==> src/rtl/fir_coef_pkg.sv <==
// Shared types and defaults for the FIR coefficient loader.
package fir_coef_pkg;

  localparam int unsigned NUM_COEF_DEF = 50;
  localparam logic [7:0]  HEADER_DEF   = 8'hA5;

  typedef logic signed [15:0] coef_t;

  typedef enum logic [2:0] {
    IDLE,
    RECV,
    CHECK,
    SEND,
    WAIT_ACK
  } state_t;

endpackage

==> src/rtl/fir_coef_frame_rx.sv <==
// Frame byte assembly: coefficient write port, running XOR checksum and inter-byte gap timer.
module fir_coef_frame_rx
  import fir_coef_pkg::*;
#(
  parameter int unsigned NUM_COEF    = NUM_COEF_DEF,
  parameter int unsigned GAP_TIMEOUT = 500000
) (
  input  logic       clk,
  input  logic       rstn,
  input  logic       start,
  input  logic       in_recv,
  input  logic       in_check,
  input  logic [7:0] rx_data,
  input  logic       rx_valid,
  output logic       wr_en,
  output logic [5:0] wr_idx,
  output logic       wr_hi,
  output logic [7:0] wr_byte,
  output logic       data_done,
  output logic       frame_ok,
  output logic       frame_err
);

  localparam int unsigned GW        = $clog2(GAP_TIMEOUT + 1);
  localparam logic [6:0]  LAST_BYTE = 7'(2 * NUM_COEF - 1);
  localparam logic [GW-1:0] GAP_LAST = GW'(GAP_TIMEOUT - 1);

  logic [6:0]    byte_cnt;
  logic [7:0]    run_xor;
  logic [GW-1:0] gap_cnt;
  logic          active;
  logic          gap_expired;

  // Decode the current byte into a write-port access and frame completion/error strobes.
  always_comb begin
    active      = in_recv | in_check;
    wr_en       = in_recv & rx_valid;
    wr_idx      = byte_cnt[6:1];
    wr_hi       = ~byte_cnt[0];
    wr_byte     = rx_data;
    data_done   = wr_en && (byte_cnt == LAST_BYTE);
    gap_expired = active && !rx_valid && (gap_cnt == GAP_LAST);
    frame_ok    = in_check && rx_valid && (rx_data == run_xor);
    frame_err   = (in_check && rx_valid && (rx_data != run_xor)) || gap_expired;
  end

  // Byte counter, running checksum and idle-clock counter, all cleared at frame start.
  always_ff @(posedge clk or negedge rstn) begin
    if (!rstn) begin
      byte_cnt <= '0;
      run_xor  <= '0;
      gap_cnt  <= '0;
    end else if (start) begin
      byte_cnt <= '0;
      run_xor  <= '0;
      gap_cnt  <= '0;
    end else begin
      if (wr_en) begin
        byte_cnt <= byte_cnt + 7'd1;
        run_xor  <= run_xor ^ rx_data;
      end
      if (active) begin
        gap_cnt <= rx_valid ? '0 : gap_cnt + GW'(1);
      end
    end
  end

endmodule

==> src/rtl/fir_coef_sender.sv <==
// Loads a coefficient frame from UART bytes and streams it to the FIR coefficient port.
module fir_coef_sender
  import fir_coef_pkg::*;
#(
  parameter int unsigned NUM_COEF    = NUM_COEF_DEF,
  parameter int unsigned COEF_HOLD   = 2,
  parameter int unsigned GAP_TIMEOUT = 500000,
  parameter int unsigned ACK_TIMEOUT = 1024,
  parameter logic [7:0]  HEADER      = HEADER_DEF
) (
  input  logic               clk,
  input  logic               rstn,
  input  logic [7:0]         rx_data,
  input  logic               rx_valid,
  input  logic               resend,
  input  logic               fir_data_rec_valid,
  output logic               out_ing_valid,
  output logic [5:0]         out_cnt,
  output logic signed [15:0] fir_data,
  output logic               busy,
  output logic               coef_ready,
  output logic               load_ok,
  output logic               load_err
);

  localparam int unsigned HW = $clog2(COEF_HOLD + 1);
  localparam int unsigned AW = $clog2(ACK_TIMEOUT + 1);

  state_t        state, state_next;
  coef_t         coef_mem [NUM_COEF];
  logic [HW-1:0] hold_cnt;
  logic [AW-1:0] ack_cnt;
  logic          start, send_enter;
  logic          in_recv, in_check;
  logic          hold_last, idx_last, ack_expired;
  logic          wr_en, wr_hi, data_done, frame_ok, frame_err;
  logic [5:0]    wr_idx;
  logic [7:0]    wr_byte;

  fir_coef_frame_rx #(
    .NUM_COEF    (NUM_COEF),
    .GAP_TIMEOUT (GAP_TIMEOUT)
  ) u_frame_rx (
    .clk       (clk),
    .rstn      (rstn),
    .start     (start),
    .in_recv   (in_recv),
    .in_check  (in_check),
    .rx_data   (rx_data),
    .rx_valid  (rx_valid),
    .wr_en     (wr_en),
    .wr_idx    (wr_idx),
    .wr_hi     (wr_hi),
    .wr_byte   (wr_byte),
    .data_done (data_done),
    .frame_ok  (frame_ok),
    .frame_err (frame_err)
  );

  // Next-state decode; a HEADER byte in IDLE takes priority over resend.
  always_comb begin
    state_next  = state;
    start       = 1'b0;
    send_enter  = 1'b0;
    in_recv     = (state == RECV);
    in_check    = (state == CHECK);
    busy        = (state != IDLE);
    hold_last   = (hold_cnt == HW'(COEF_HOLD - 1));
    idx_last    = (out_cnt == 6'(NUM_COEF - 1));
    ack_expired = !fir_data_rec_valid && (ack_cnt == AW'(ACK_TIMEOUT - 1));
    case (state)
      IDLE: begin
        if (rx_valid && (rx_data == HEADER)) begin
          state_next = RECV;
          start      = 1'b1;
        end else if (resend && coef_ready) begin
          state_next = SEND;
          send_enter = 1'b1;
        end
      end
      RECV: begin
        if (frame_err)      state_next = IDLE;
        else if (data_done) state_next = CHECK;
      end
      CHECK: begin
        if (frame_ok) begin
          state_next = SEND;
          send_enter = 1'b1;
        end else if (frame_err) begin
          state_next = IDLE;
        end
      end
      SEND: begin
        if (hold_last && idx_last) state_next = WAIT_ACK;
      end
      WAIT_ACK: begin
        if (fir_data_rec_valid || ack_expired) state_next = IDLE;
      end
      default: state_next = IDLE;
    endcase
  end

  // State register.
  always_ff @(posedge clk or negedge rstn) begin
    if (!rstn) state <= IDLE;
    else       state <= state_next;
  end

  // Coefficient storage, written one byte at a time by the frame receiver.
  always_ff @(posedge clk or negedge rstn) begin
    if (!rstn) begin
      for (int unsigned i = 0; i < NUM_COEF; i++) coef_mem[i] <= '0;
    end else if (wr_en) begin
      if (wr_hi) coef_mem[wr_idx][15:8] <= wr_byte;
      else       coef_mem[wr_idx][7:0]  <= wr_byte;
    end
  end

  // Streaming outputs: fir_data is loaded together with out_cnt so the pair is
  // coherent on every hold clock; the final hold clock clears all three.
  always_ff @(posedge clk or negedge rstn) begin
    if (!rstn) begin
      out_ing_valid <= 1'b0;
      out_cnt       <= '0;
      fir_data      <= '0;
      hold_cnt      <= '0;
    end else if (send_enter) begin
      out_ing_valid <= 1'b1;
      out_cnt       <= '0;
      fir_data      <= coef_mem[0];
      hold_cnt      <= '0;
    end else if (state == SEND) begin
      if (hold_last) begin
        hold_cnt <= '0;
        if (idx_last) begin
          out_ing_valid <= 1'b0;
          out_cnt       <= '0;
          fir_data      <= '0;
        end else begin
          out_cnt  <= out_cnt + 6'd1;
          fir_data <= coef_mem[out_cnt + 6'd1];
        end
      end else begin
        hold_cnt <= hold_cnt + HW'(1);
      end
    end
  end

  // Acknowledge wait timer, running only in WAIT_ACK.
  always_ff @(posedge clk or negedge rstn) begin
    if (!rstn)                 ack_cnt <= '0;
    else if (state == WAIT_ACK) ack_cnt <= ack_cnt + AW'(1);
    else                       ack_cnt <= '0;
  end

  // Status flags and one-clock result pulses.
  always_ff @(posedge clk or negedge rstn) begin
    if (!rstn) begin
      load_ok    <= 1'b0;
      load_err   <= 1'b0;
      coef_ready <= 1'b0;
    end else begin
      load_ok  <= (state == WAIT_ACK) && fir_data_rec_valid;
      load_err <= frame_err || ((state == WAIT_ACK) && ack_expired);
      if (start)         coef_ready <= 1'b0;
      else if (frame_ok) coef_ready <= 1'b1;
    end
  end

endmodule

==> config.mk <==
export PLATFORM = sky130hd
export DESIGN_NAME = fir_coef_sender
export DESIGN_NICKNAME = d
export VERILOG_FILES = /design/src/rtl/fir_coef_pkg.sv /design/src/rtl/fir_coef_frame_rx.sv /design/src/rtl/fir_coef_sender.sv
export SDC_FILE = /design/constraint.sdc
export NUM_CORES = 1
export LEC_CHECK = 0
export ABC_AREA = 1
export CORE_AREA = 2 2 358 360
export CTS_CLUSTER_DIAMETER = 60
export DETAILED_ROUTE_END_ITERATION = 8
export DIE_AREA = 0 0 360 362
export HOLD_SLACK_MARGIN = 0.12
export SLEW_MARGIN = 20
export SYNTH_ARGS = -nofsm -noshare
export SYNTH_HDL_FRONTEND = slang
export SYNTH_SLANG_ARGS = --single-unit
==> constraint.sdc <==
create_clock -name clk -period 2.8 [get_ports clk]
set_clock_uncertainty 0.15 [all_clocks]
set_input_delay 0.56 -clock clk [delete_from_list [all_inputs] [get_ports clk]]
set_output_delay 0.56 -clock clk [all_outputs]
set_load 0.01 [all_outputs]
==> results.toml <==
[outcome]
outcome = "complete, no violations"

[critical_path]
path_delay_family = "buffers and inverters"
path_class = "register to output port"
reg2reg_slack_ns = 0.10
crit_required_ns = 2.09
crit_path_start = "out_cnt[0]$_DFFE_PN0P_"
slowest_delay_ns = 0.57
crit_chain = "buf_16, clkdlybuf4s50_1"
worstSetupStartpointType = "register"
crit_buf_inv = 2
r2r-start = "out_cnt[0]$_DFFE_PN0P_"
worstPathMaxFanout = 24
rr_worst_depth = 14
cp.arrival_ns = 2.01
timing.critical_path.slowest_stage_cell = "clkdlybuf4s50_1"
r2r_end = "fir_data[5]$_DFFE_PN0P_"
end_kind = "output port"

[synthesis]
yosysUniqueCellTypes = 41
yosysMostFrequentCell = "nand2_1"
synth_seq_cells = 876
synth.largest_area_cell = "dfrtp_1"
syn_area_um2 = 41380
synthCells = 5402
syn_nets = 5420
synthXorXnorAreaFrac_pct = 0.4596
yosys-top-cells-count = "nand2_1 (2013), o21ai_0 (883), dfrtp_1 (876)"
synthFlopType = "dfrtp_1"
synth_edf_count = 0
async_flop_share_pct = 100.0
ys_seq_area_share_pct = 52.97
synthTopCellsByArea = "dfrtp_1 (53%), nand2_1 (18%), o21ai_0 (11%)"
avgSynthCellArea_um2 = 7.661
synthAdderAreaFrac_pct = 0.1512
yosys.area_share.simple_pct = 28.47
synth_top_family_by_area = "simple AND/OR/NAND/NOR gates"
netlist.area_leader.share_pct = 52.97
synthMuxAreaShare_pct = 0
synth-compound-area-share_pct = 11.80
ys_warn_count = 0

[floorplanning]
dieWidth_um = 360
ios = 40
start_util_pct = 32.66
die_area_um2 = 130300
placementRows = 131
die_h_um = 362
core_um2 = 126700

[clock_tree]
cts_inserted_buffers = 100
cts_buffer_depth = 3
cts.sinks = 876
cts_max_level = 3
insertion_delay_ns = 0.70
path_clk_slew_ns = 0.06
cts-root-buf = "clkbuf_16"
cts_tree = "yes"

[worst_hold_path]
min_path_type = "input pin to asynchronous set/reset pin"

[timing]
timing.fmax_mhz = 367.7
min_period_over_period_pct = 97.13
finalSetupTns_ns = 0
tightest_slew_ns = 0.8342
hold_slack_ns = 0.2937
finalMaxSlewViolations = 0
rsz0062_at_grt = "false"
finalHoldViolations = 0
finalSetupViolCount = 0
max_slew_margin_pct = 44.18
fin_crit_ns = 2.720

[power]
internal_power_w = 0.02610
power_density_nw_per_um2 = 846.8
seq_power_share_pct = 34.4
p_sw_w = 0.01532
p_total_w = 0.04141
comb_power_share_pct = 32.6
leakage_nw = 22.21
pwr-share-clk_pct = 33.0
max-vdd-ir-drop_mv = 0.6589
netSwitchingFraction_pct = 36.98

[placement]
gp_congestion = 0.8956
hpwlAfterDp_um = 84020
io_buffers = 39

[grt]
grt_pass1_wl_um = 206600
antenna_found_initial = 1
grt_max_degree = 108
grtUsageTotal_pct = 19.91
grt_pass1_vias = 34900
overflow = 0

[finish]
nets = 5446
drive_above_1_share_pct = 8.400
final_util_pct = 38.60
syn_to_final_growth_pct = 18.18
fillers = 12930

[route]
via_per_inst = 5.044
drc = 0
detail_route.wl_per_cell_um = 18.17
drt-total-wl_um = 130400
drt_pass1_iterations = 6
vias = 36190
first_iter_violations = 3534
ant_nets = 0

[job]
max-cap-violations = 0
metrics by stage:
stage	cells	area, um2	setup slack, ns
global route	7174	48900	0.004475
finish	7175	48910	0.08046
CTS	7170	48770	0.02719
detailed placement	6982	45260	-0.1172
global placement	6982	45260	-0.05692
floorplan	5402	41380	0.4564
layer usage:
metal / GRT usage (%) / vias up / wire, um
li1: - / 17480 / -
met1: 27.23 / 17500 / 58270
met2: 32.18 / 995 / 60280
met3: 3.188 / 220 / 7702
met4: 6.533 / 2 / 4107
met5: 0 / - / 13
worst max-delay path by stage:
stage,end,cells past startpoint
3_3_place_gp,fir_data[6]$_DFFE_PN0P_,12
3_5_place_dp,fir_data[15]$_DFFE_PN0P_,13
4_1_cts,out_cnt[0],2
2_1_floorplan,fir_data[8]$_DFFE_PN0P_,17
6_report,out_cnt[0],2
5_1_grt,fir_data[3]$_DFFE_PN0P_,14
power by group through the flow:
stage | logic, W | clock network (W) | registers (W)
after floorplan | 0.00779 | 0 | 0.0142
after global placement | 0.0130 | 0 | 0.0145
after detailed placement | 0.0131 | 0 | 0.0145
after CTS | 0.0132 | 0.0139 | 0.0143
after global routing | 0.0148 | 0.0144 | 0.0144
final | 0.0135 | 0.0137 | 0.0143
cell type report:
cell class	count	area, um2	share of cell area, %
well taps	1662	2079	4.252
diodes	1	2.502	0.005117
multi-input cells	3873	17000	34.76
clock buffers	139	2819	5.764
clock inverters	47	639.4	1.307
flip-flops and latches	876	21930	44.83
repair buffers	282	3293	6.734
inverters	295	1147	2.346
kinds of logic (layout without fill, tap and decap cells):
group / count (synthesis) / count (layout)
buffers and inverters: 653 / 763
XOR/XNOR: 20 / 20
other: 0 / 1
AO/OA/AOI/OAI: 957 / 957
AND/OR/NAND/NOR: 2891 / 2891
flip-flops: 876 / 876
adder cells (fa/ha/maj): 5 / 5
sequential cells by signal, indices dropped and copies added, names as in the netlist:
name	flops
fir_data	16
coef_ready	1
coef_mem	800
state	3
hold_cnt	2
load_ok	1
ack_cnt	11
u_frame_rx.run_xor	8
u_frame_rx.gap_cnt	19
u_frame_rx.byte_cnt	7
out_cnt	6
load_err	1
out_ing_valid	1
layout by cell type (no fill, tap or decap), types with 11 or more instances in the layout:
cell type        netlist  final
buf_12                 0     73
nor3_1                20     19
nor2_1               222    222
buf_4                  3    158
a21oi_1               27     27
bufinv_16              0     11
clkbuf_1             269     22
clkinv_2               0     11
o211ai_1              23     23
nand3_1              581    581
clkbuf_8               0     17
nand4_1               20     20
o21ai_0              883    883
clkbuf_16              0    101
clkdlybuf4s50_1        0     38
nand2_1             2013   2011
dfrtp_1              876    874
inv_2                 13     11
inv_1                278    274
what timing repair did:
action,in CTS,in global routing
hold buffers,1,0
pin swaps,0,1
endpoints found under the setup margin,2,21
gates resized for setup,2,14
endpoints found under the hold margin,239,0
gates cloned,1,1
setup buffers,0,3
worst reg2reg max path, cell delays in order (launching register included):
cell and delay, ns:
dfrtp_4 0.55, ha_4 0.35, buf_12 0.24, buf_12 0.26
nand3_1 0.15, nand3_1 0.12, nand2_1 0.11, nand2_1 0.13
nand2_1 0.09, nand2_1 0.07, nand2_1 0.12, nand2_1 0.10
nand3_1 0.07, nand2_1 0.06, inv_1 0.04
(Power assumes the default switching activity.)
